File: src/rtl/gpu_mem_pkg.sv
// ============================================================================
// Module : gpu_mem_pkg
// Brief  : Shared types and constants for the GPU memory channel arbiters.
// Rev    : 1.0  initial release
// ============================================================================
`default_nettype none

package gpu_mem_pkg;

    localparam int DEFAULT_ADDR_BITS = 8;
    localparam int DEFAULT_DATA_BITS = 8;

    typedef enum logic [2:0] {
        IDLE        = 3'd0,
        READ_WAIT   = 3'd1,
        WRITE_WAIT  = 3'd2,
        READ_RELAY  = 3'd3,
        WRITE_RELAY = 3'd4
    } chan_state_t;

    // Width of a consumer index; a single consumer still needs one bit.
    function automatic int consumer_id_bits(input int num_consumers);
        return (num_consumers > 1) ? $clog2(num_consumers) : 1;
    endfunction

endpackage

`default_nettype wire

File: src/rtl/mem_channel_arbiter.sv
// ============================================================================
// Module : mem_channel_arbiter
// Brief  : Maps NUM_CONSUMERS valid/ready request ports onto NUM_CHANNELS
//          one-pulse-ready memory channels. Define MEM_ARB_ROUND_ROBIN_EN for
//          per-channel round-robin search; otherwise fixed lowest-index wins.
// Rev    : 1.0  initial release
// ============================================================================
`default_nettype none

module mem_channel_arbiter
    import gpu_mem_pkg::*;
#(
    parameter int ADDR_BITS     = DEFAULT_ADDR_BITS,
    parameter int DATA_BITS     = DEFAULT_DATA_BITS,
    parameter int NUM_CONSUMERS = 8,
    parameter int NUM_CHANNELS  = 4,
    parameter int WRITE_ENABLE  = 1
) (
    input  logic                     clk,
    input  logic                     reset,

    input  logic [NUM_CONSUMERS-1:0] consumer_read_valid,
    input  logic [ADDR_BITS-1:0]     consumer_read_address  [NUM_CONSUMERS],
    output logic [NUM_CONSUMERS-1:0] consumer_read_ready,
    output logic [DATA_BITS-1:0]     consumer_read_data     [NUM_CONSUMERS],
    input  logic [NUM_CONSUMERS-1:0] consumer_write_valid,
    input  logic [ADDR_BITS-1:0]     consumer_write_address [NUM_CONSUMERS],
    input  logic [DATA_BITS-1:0]     consumer_write_data    [NUM_CONSUMERS],
    output logic [NUM_CONSUMERS-1:0] consumer_write_ready,

    output logic [NUM_CHANNELS-1:0]  mem_read_valid,
    output logic [ADDR_BITS-1:0]     mem_read_address       [NUM_CHANNELS],
    input  logic [NUM_CHANNELS-1:0]  mem_read_ready,
    input  logic [DATA_BITS-1:0]     mem_read_data          [NUM_CHANNELS],
    output logic [NUM_CHANNELS-1:0]  mem_write_valid,
    output logic [ADDR_BITS-1:0]     mem_write_address      [NUM_CHANNELS],
    output logic [DATA_BITS-1:0]     mem_write_data         [NUM_CHANNELS],
    input  logic [NUM_CHANNELS-1:0]  mem_write_ready
);

    localparam int ID_BITS = consumer_id_bits(NUM_CONSUMERS);

    chan_state_t                state   [NUM_CHANNELS];
    logic [ID_BITS-1:0]         owner   [NUM_CHANNELS];
    logic [NUM_CONSUMERS-1:0]   claimed;
`ifdef MEM_ARB_ROUND_ROBIN_EN
    logic [ID_BITS-1:0]         last_grant [NUM_CHANNELS];
`endif

    logic [NUM_CONSUMERS-1:0]   write_req;
    logic [NUM_CHANNELS-1:0]    grant_valid;
    logic [NUM_CHANNELS-1:0]    grant_read;
    logic [ID_BITS-1:0]         grant_id [NUM_CHANNELS];

    logic [NUM_CHANNELS-1:0]    wr_valid_q;
    logic [ADDR_BITS-1:0]       wr_addr_q [NUM_CHANNELS];
    logic [DATA_BITS-1:0]       wr_data_q [NUM_CHANNELS];
    logic [NUM_CONSUMERS-1:0]   wr_ready_q;

    assign write_req = (WRITE_ENABLE != 0) ? consumer_write_valid : '0;

    // Channels are walked in ascending order; 'taken' accumulates the claims
    // of lower channels so no consumer is granted twice in one cycle.
    always_comb begin : arbitrate
        logic [NUM_CONSUMERS-1:0] taken;
        int start;
        int idx;
        taken       = claimed;
        grant_valid = '0;
        grant_read  = '0;
        start       = 0;
        idx         = 0;
        for (int ch = 0; ch < NUM_CHANNELS; ch++) begin
            grant_id[ch] = '0;
`ifdef MEM_ARB_ROUND_ROBIN_EN
            start = (int'(last_grant[ch]) + 1) % NUM_CONSUMERS;
`else
            start = 0;
`endif
            if (state[ch] == IDLE) begin
                for (int i = 0; i < NUM_CONSUMERS; i++) begin
                    idx = (start + i) % NUM_CONSUMERS;
                    if (!grant_valid[ch] && !taken[idx] &&
                        (consumer_read_valid[idx] || write_req[idx])) begin
                        grant_valid[ch] = 1'b1;
                        grant_id[ch]    = ID_BITS'(idx);
                        grant_read[ch]  = consumer_read_valid[idx];
                    end
                end
                if (grant_valid[ch]) begin
                    taken[grant_id[ch]] = 1'b1;
                end
            end
        end
    end

    always_ff @(posedge clk or posedge reset) begin
        if (reset) begin
            claimed             <= '0;
            consumer_read_ready <= '0;
            wr_ready_q          <= '0;
            mem_read_valid      <= '0;
            wr_valid_q          <= '0;
            for (int c = 0; c < NUM_CONSUMERS; c++) begin
                consumer_read_data[c] <= '0;
            end
            for (int ch = 0; ch < NUM_CHANNELS; ch++) begin
                state[ch]            <= IDLE;
                owner[ch]            <= '0;
                mem_read_address[ch] <= '0;
                wr_addr_q[ch]        <= '0;
                wr_data_q[ch]        <= '0;
`ifdef MEM_ARB_ROUND_ROBIN_EN
                last_grant[ch]       <= '0;
`endif
            end
        end else begin
            for (int ch = 0; ch < NUM_CHANNELS; ch++) begin
                case (state[ch])
                    IDLE: begin
                        if (grant_valid[ch]) begin
                            owner[ch]              <= grant_id[ch];
                            claimed[grant_id[ch]]  <= 1'b1;
`ifdef MEM_ARB_ROUND_ROBIN_EN
                            last_grant[ch]         <= grant_id[ch];
`endif
                            if (grant_read[ch]) begin
                                mem_read_valid[ch]   <= 1'b1;
                                mem_read_address[ch] <= consumer_read_address[grant_id[ch]];
                                state[ch]            <= READ_WAIT;
                            end else begin
                                wr_valid_q[ch] <= 1'b1;
                                wr_addr_q[ch]  <= consumer_write_address[grant_id[ch]];
                                wr_data_q[ch]  <= consumer_write_data[grant_id[ch]];
                                state[ch]      <= WRITE_WAIT;
                            end
                        end
                    end
                    // Valid must fall on the ack edge or memory acks again.
                    READ_WAIT: begin
                        if (mem_read_ready[ch]) begin
                            consumer_read_data[owner[ch]]  <= mem_read_data[ch];
                            consumer_read_ready[owner[ch]] <= 1'b1;
                            mem_read_valid[ch]             <= 1'b0;
                            state[ch]                      <= READ_RELAY;
                        end
                    end
                    WRITE_WAIT: begin
                        if (mem_write_ready[ch]) begin
                            wr_ready_q[owner[ch]] <= 1'b1;
                            wr_valid_q[ch]        <= 1'b0;
                            state[ch]             <= WRITE_RELAY;
                        end
                    end
                    READ_RELAY: begin
                        if (!consumer_read_valid[owner[ch]]) begin
                            consumer_read_ready[owner[ch]] <= 1'b0;
                            claimed[owner[ch]]             <= 1'b0;
                            state[ch]                      <= IDLE;
                        end
                    end
                    WRITE_RELAY: begin
                        if (!consumer_write_valid[owner[ch]]) begin
                            wr_ready_q[owner[ch]] <= 1'b0;
                            claimed[owner[ch]]    <= 1'b0;
                            state[ch]             <= IDLE;
                        end
                    end
                    default: state[ch] <= IDLE;
                endcase
            end
        end
    end

    // Read-only instances expose constant-zero write outputs.
    always_comb begin : write_outputs
        mem_write_valid      = (WRITE_ENABLE != 0) ? wr_valid_q : '0;
        consumer_write_ready = (WRITE_ENABLE != 0) ? wr_ready_q : '0;
        for (int ch = 0; ch < NUM_CHANNELS; ch++) begin
            mem_write_address[ch] = (WRITE_ENABLE != 0) ? wr_addr_q[ch] : '0;
            mem_write_data[ch]    = (WRITE_ENABLE != 0) ? wr_data_q[ch] : '0;
        end
    end

endmodule

`default_nettype wire

File: config.mk
export PLATFORM = sky130hd
export DESIGN_NAME = mem_channel_arbiter
export DESIGN_NICKNAME = d
export VERILOG_FILES = /design/src/rtl/gpu_mem_pkg.sv /design/src/rtl/mem_channel_arbiter.sv
export SDC_FILE = /design/constraint.sdc
export NUM_CORES = 1
export LEC_CHECK = 0
export BUFFER_PORTS_ARGS = -buffer_cell sky130_fd_sc_hd__clkbuf_2
export CAP_MARGIN = 20
export CORE_MARGIN = 3
export CORE_UTILIZATION = 40
export CTS_BUF_LIST = sky130_fd_sc_hd__clkbuf_16
export DETAILED_ROUTE_END_ITERATION = 12
export GPL_ROUTABILITY_DRIVEN = 1
export HOLD_SLACK_MARGIN = 0.03
export PLACE_DENSITY = 0.6
export SYNTH_ARGS = -nofsm -noshare
export SYNTH_HDL_FRONTEND = slang
export SYNTH_SLANG_ARGS = --single-unit
File: constraint.sdc
create_clock -name clk -period 12.25 [get_ports clk]
set_input_delay 2.45 -clock clk [delete_from_list [all_inputs] [get_ports clk]]
set_output_delay 2.45 -clock clk [all_outputs]
set_load 0.02 [all_outputs]
==> flow_summary.json <==
{
  "outcome": "finished clean",
  "r2r-end": "mem_write_data[7]",
  "drt_iter0_drc": 3514,
  "tritoncts": "built",
  "slew_headroom_pct": 20.5,
  "min-delay-start": "mem_write_valid[3]",
  "finalCriticalPeriod_ns": 7.21,
  "crit_type": "in2reg",
  "r2r_slack_ns": 6.33,
  "syn_area_sq_um": 19500,
  "fmax_mhz": 139,
  "synth_ff_type": "dfrtp_1",
  "yosys_register_bits": 216,
  "hold_class": "reg2reg",
  "numCtsBuffers": 28,
  "min_to": "mem_write_valid[3]",
  "final_layout_size_suffix_gt1_share_pct": 21.4,
  "min_path_cells": 2,
  "clk_path_buf_depth": 3,
  "grt_pass1_wl_um": 148000,
  "synth_cells": 2564,
  "dieArea_sq_um": 51400,
  "io_pins": 434,
  "setup_viol": 0,
  "endpoint_kind": "flip-flop",
  "maxCapViolations": 0,
  "post_cts.repair.setup_buffers": 0,
  "cp.arrival_ns": 7.72,
  "holdBufCountCts": 0,
  "fin_crit_sh_pct": 58.9,
  "worst_r2r_path_depth": 12,
  "core-area_sq_um": 47900,
  "p_leak_nw": 10.4,
  "initial_core_util_pct": 40.7,
  "cts_resized": 0,
  "place_hpwl_um": 74400,
  "wl_per_cell_um": 29.4,
  "grt_max_degree": 86,
  "worstMarginPinSlew_ns": 1.19,
  "synth.largest_area_cell": "dfrtp_1",
  "grt_usage_pct": 38.1,
  "crit_path_max_incr_delay_ns": 0.75,
  "holdWs_ns": 0.478,
  "timing.rr.start": "state[11]",
  "startpoint_type": "input pin",
  "gp_congestion": 0.985,
  "synthTopCellsByArea": "dfrtp_1 (28%), mux2i_1 (12%), nand2_1 (7.3%)",
  "drv_slew": 0,
  "ys_types": 91,
  "skew_ns": 0.0148,
  "route.antenna.remaining_nets": 0,
  "finish.instance_area_sq_um": 22900,
  "tns_ns": 0,
  "crit_chain": "clkbuf_2, o21bai_2, nand2_2, o31a_1, o41ai_4, a211oi_2, nand3_2, a31oi_4, nor2_4, buf_4, a21o_1, a221o_1, o22a_1",
  "p_per_area_nw_per_um2": 360,
  "die_x_um": 227,
  "async_reset_ff_share_pct": 100,
  "wirelength_um": 103000,
  "grt_overflow": 0,
  "rsz0062_at_grt": "no",
  "root_buffer": "clkbuf_16",
  "yosysMostFrequentCell": "nand2_1",
  "synth_seq_area_share_pct": 27.7,
  "synth_edf_count": 0,
  "vias_per_cell": 6.83,
  "required_ns": 12.76,
  "slowest_stage": "o41ai_4",
  "yosysWarnings": 0,
  "dr.pass1.iters": 9,
  "grt_pass1_vias": 22369,
  "nets": 3089,
  "area_delta_synth_final_pct": 17.4,
  "clk-insertion-delay-late_ns": 0.58,
  "htree_levels": 1,
  "portBuffers": 433,
  "ir_drop_mv": 0.217,
  "drc_errors": 0,
  "synth.top_cell.area_share_pct": 27.7,
  "die_y_um": 227,
  "num_vias": 23808,
  "synth_area_per_cell_sq_um": 7.60,
  "hold_viol": 0,
  "placed_cell_area_sq_um": 21800,
  "row_count": 80,
  "antenna_found_initial": 25,
  "clk_pin_slew_ns": 0.06,
  "critPathMaxFanout": 39,
  "numClockSinks": 216,
  "netlist_top_cells_count": "nand2_1 (380), a21oi_1 (268), nor2_1 (229)",
  "synth_nets": 2814
}
[per-stage QoR]
step / power [mW] / util (%) / cells / worst slack [ns]
after detailed placement: 7.16 / 45.5 / 3414 / 4.54
final: 8.23 / 47.7 / 3487 / 5.04
after floorplan: 5.31 / - / 2564 / 3.89
after global placement: 7.08 / 45.5 / 3414 / 4.72
after CTS: 8.05 / 47.5 / 3464 / 5.13
after global routing: 8.63 / 47.7 / 3481 / 4.80
[report_power, final]
part | leakage [nW] | internal, mW | total [mW] | switching (mW)
clock network | 0.469 | 0.509 | 0.873 | 0.364
registers | 2.56 | 1.08 | 1.48 | 0.397
logic | 7.38 | 1.98 | 5.88 | 3.90
[per-layer routing]
metal,vias up,routed length [um],global-route usage [%]
li1,10192,-,-
met1,11473,40000,51.0
met2,1760,44900,57.5
met3,355,12400,10.2
met4,28,5130,16.8
met5,-,187,0
[critical path: cells and delay by family]
family | cells | cell delay (ns)
buffers and inverters | 2 | 0.87
AOI/OAI and AO/OA | 8 | 3.41
and+or+nand+nor | 3 | 0.94
[layout by cell type, fill, tap and decap left out, drive strengths merged, types with 42 or more instances in the layout]
master,n
clkbuf,463
nand2,381
a21oi,269
nor2,232
mux2i,227
dfrtp,216
o21ai,207
a211oi,82
nand3,72
o22ai,56
buf,55
a31oi,42
[worst max path at each step]
stage,start,end,depth (start not counted)
2_1_floorplan,reset,claimed[0],1
3_3_place_gp,consumer_read_valid[2],mem_write_data[7],13
3_5_place_dp,consumer_read_valid[2],mem_write_data[7],13
4_1_cts,consumer_read_valid[2],mem_write_data[7],13
5_1_grt,consumer_read_valid[2],mem_write_data[7],13
6_report,consumer_read_valid[2],mem_write_data[7],13
[flip-flops by register name, indices dropped and copies added, names as in the netlist]
signal                flops
mem_read_address         32
mem_write_data           32
claimed                   8
consumer_write_ready      8
owner                    12
mem_write_valid           4
consumer_read_ready       8
state                    12
mem_read_valid            4
mem_write_address        32
consumer_read_data       64
[area by class of cell]
type,instances,area [sq um]
diodes,13,32.5
clock buffers,29,726
clock inverters,21,200
fillers,4789,25100
inverters,22,90.1
multi-input cells,2082,13100
flip-flops and latches,216,5410
well taps,615,769
repair buffers,489,2610
[cells by family (layout without fill, tap and decap cells)]
family | after synthesis | in the layout | share of synthesized area, %
other | 0 | 13 | 0
AO/OA/AOI/OAI | 966 | 966 | 33.2
AND/OR/NAND/NOR | 859 | 859 | 19.5
buffers and inverters | 266 | 561 | 5.87
multiplexers | 252 | 252 | 13.4
flip-flops | 216 | 216 | 27.7
adder cells (fa/ha/maj) | 5 | 5 | 0.263
No activity file was read; power rests on OpenSTA's default activity.
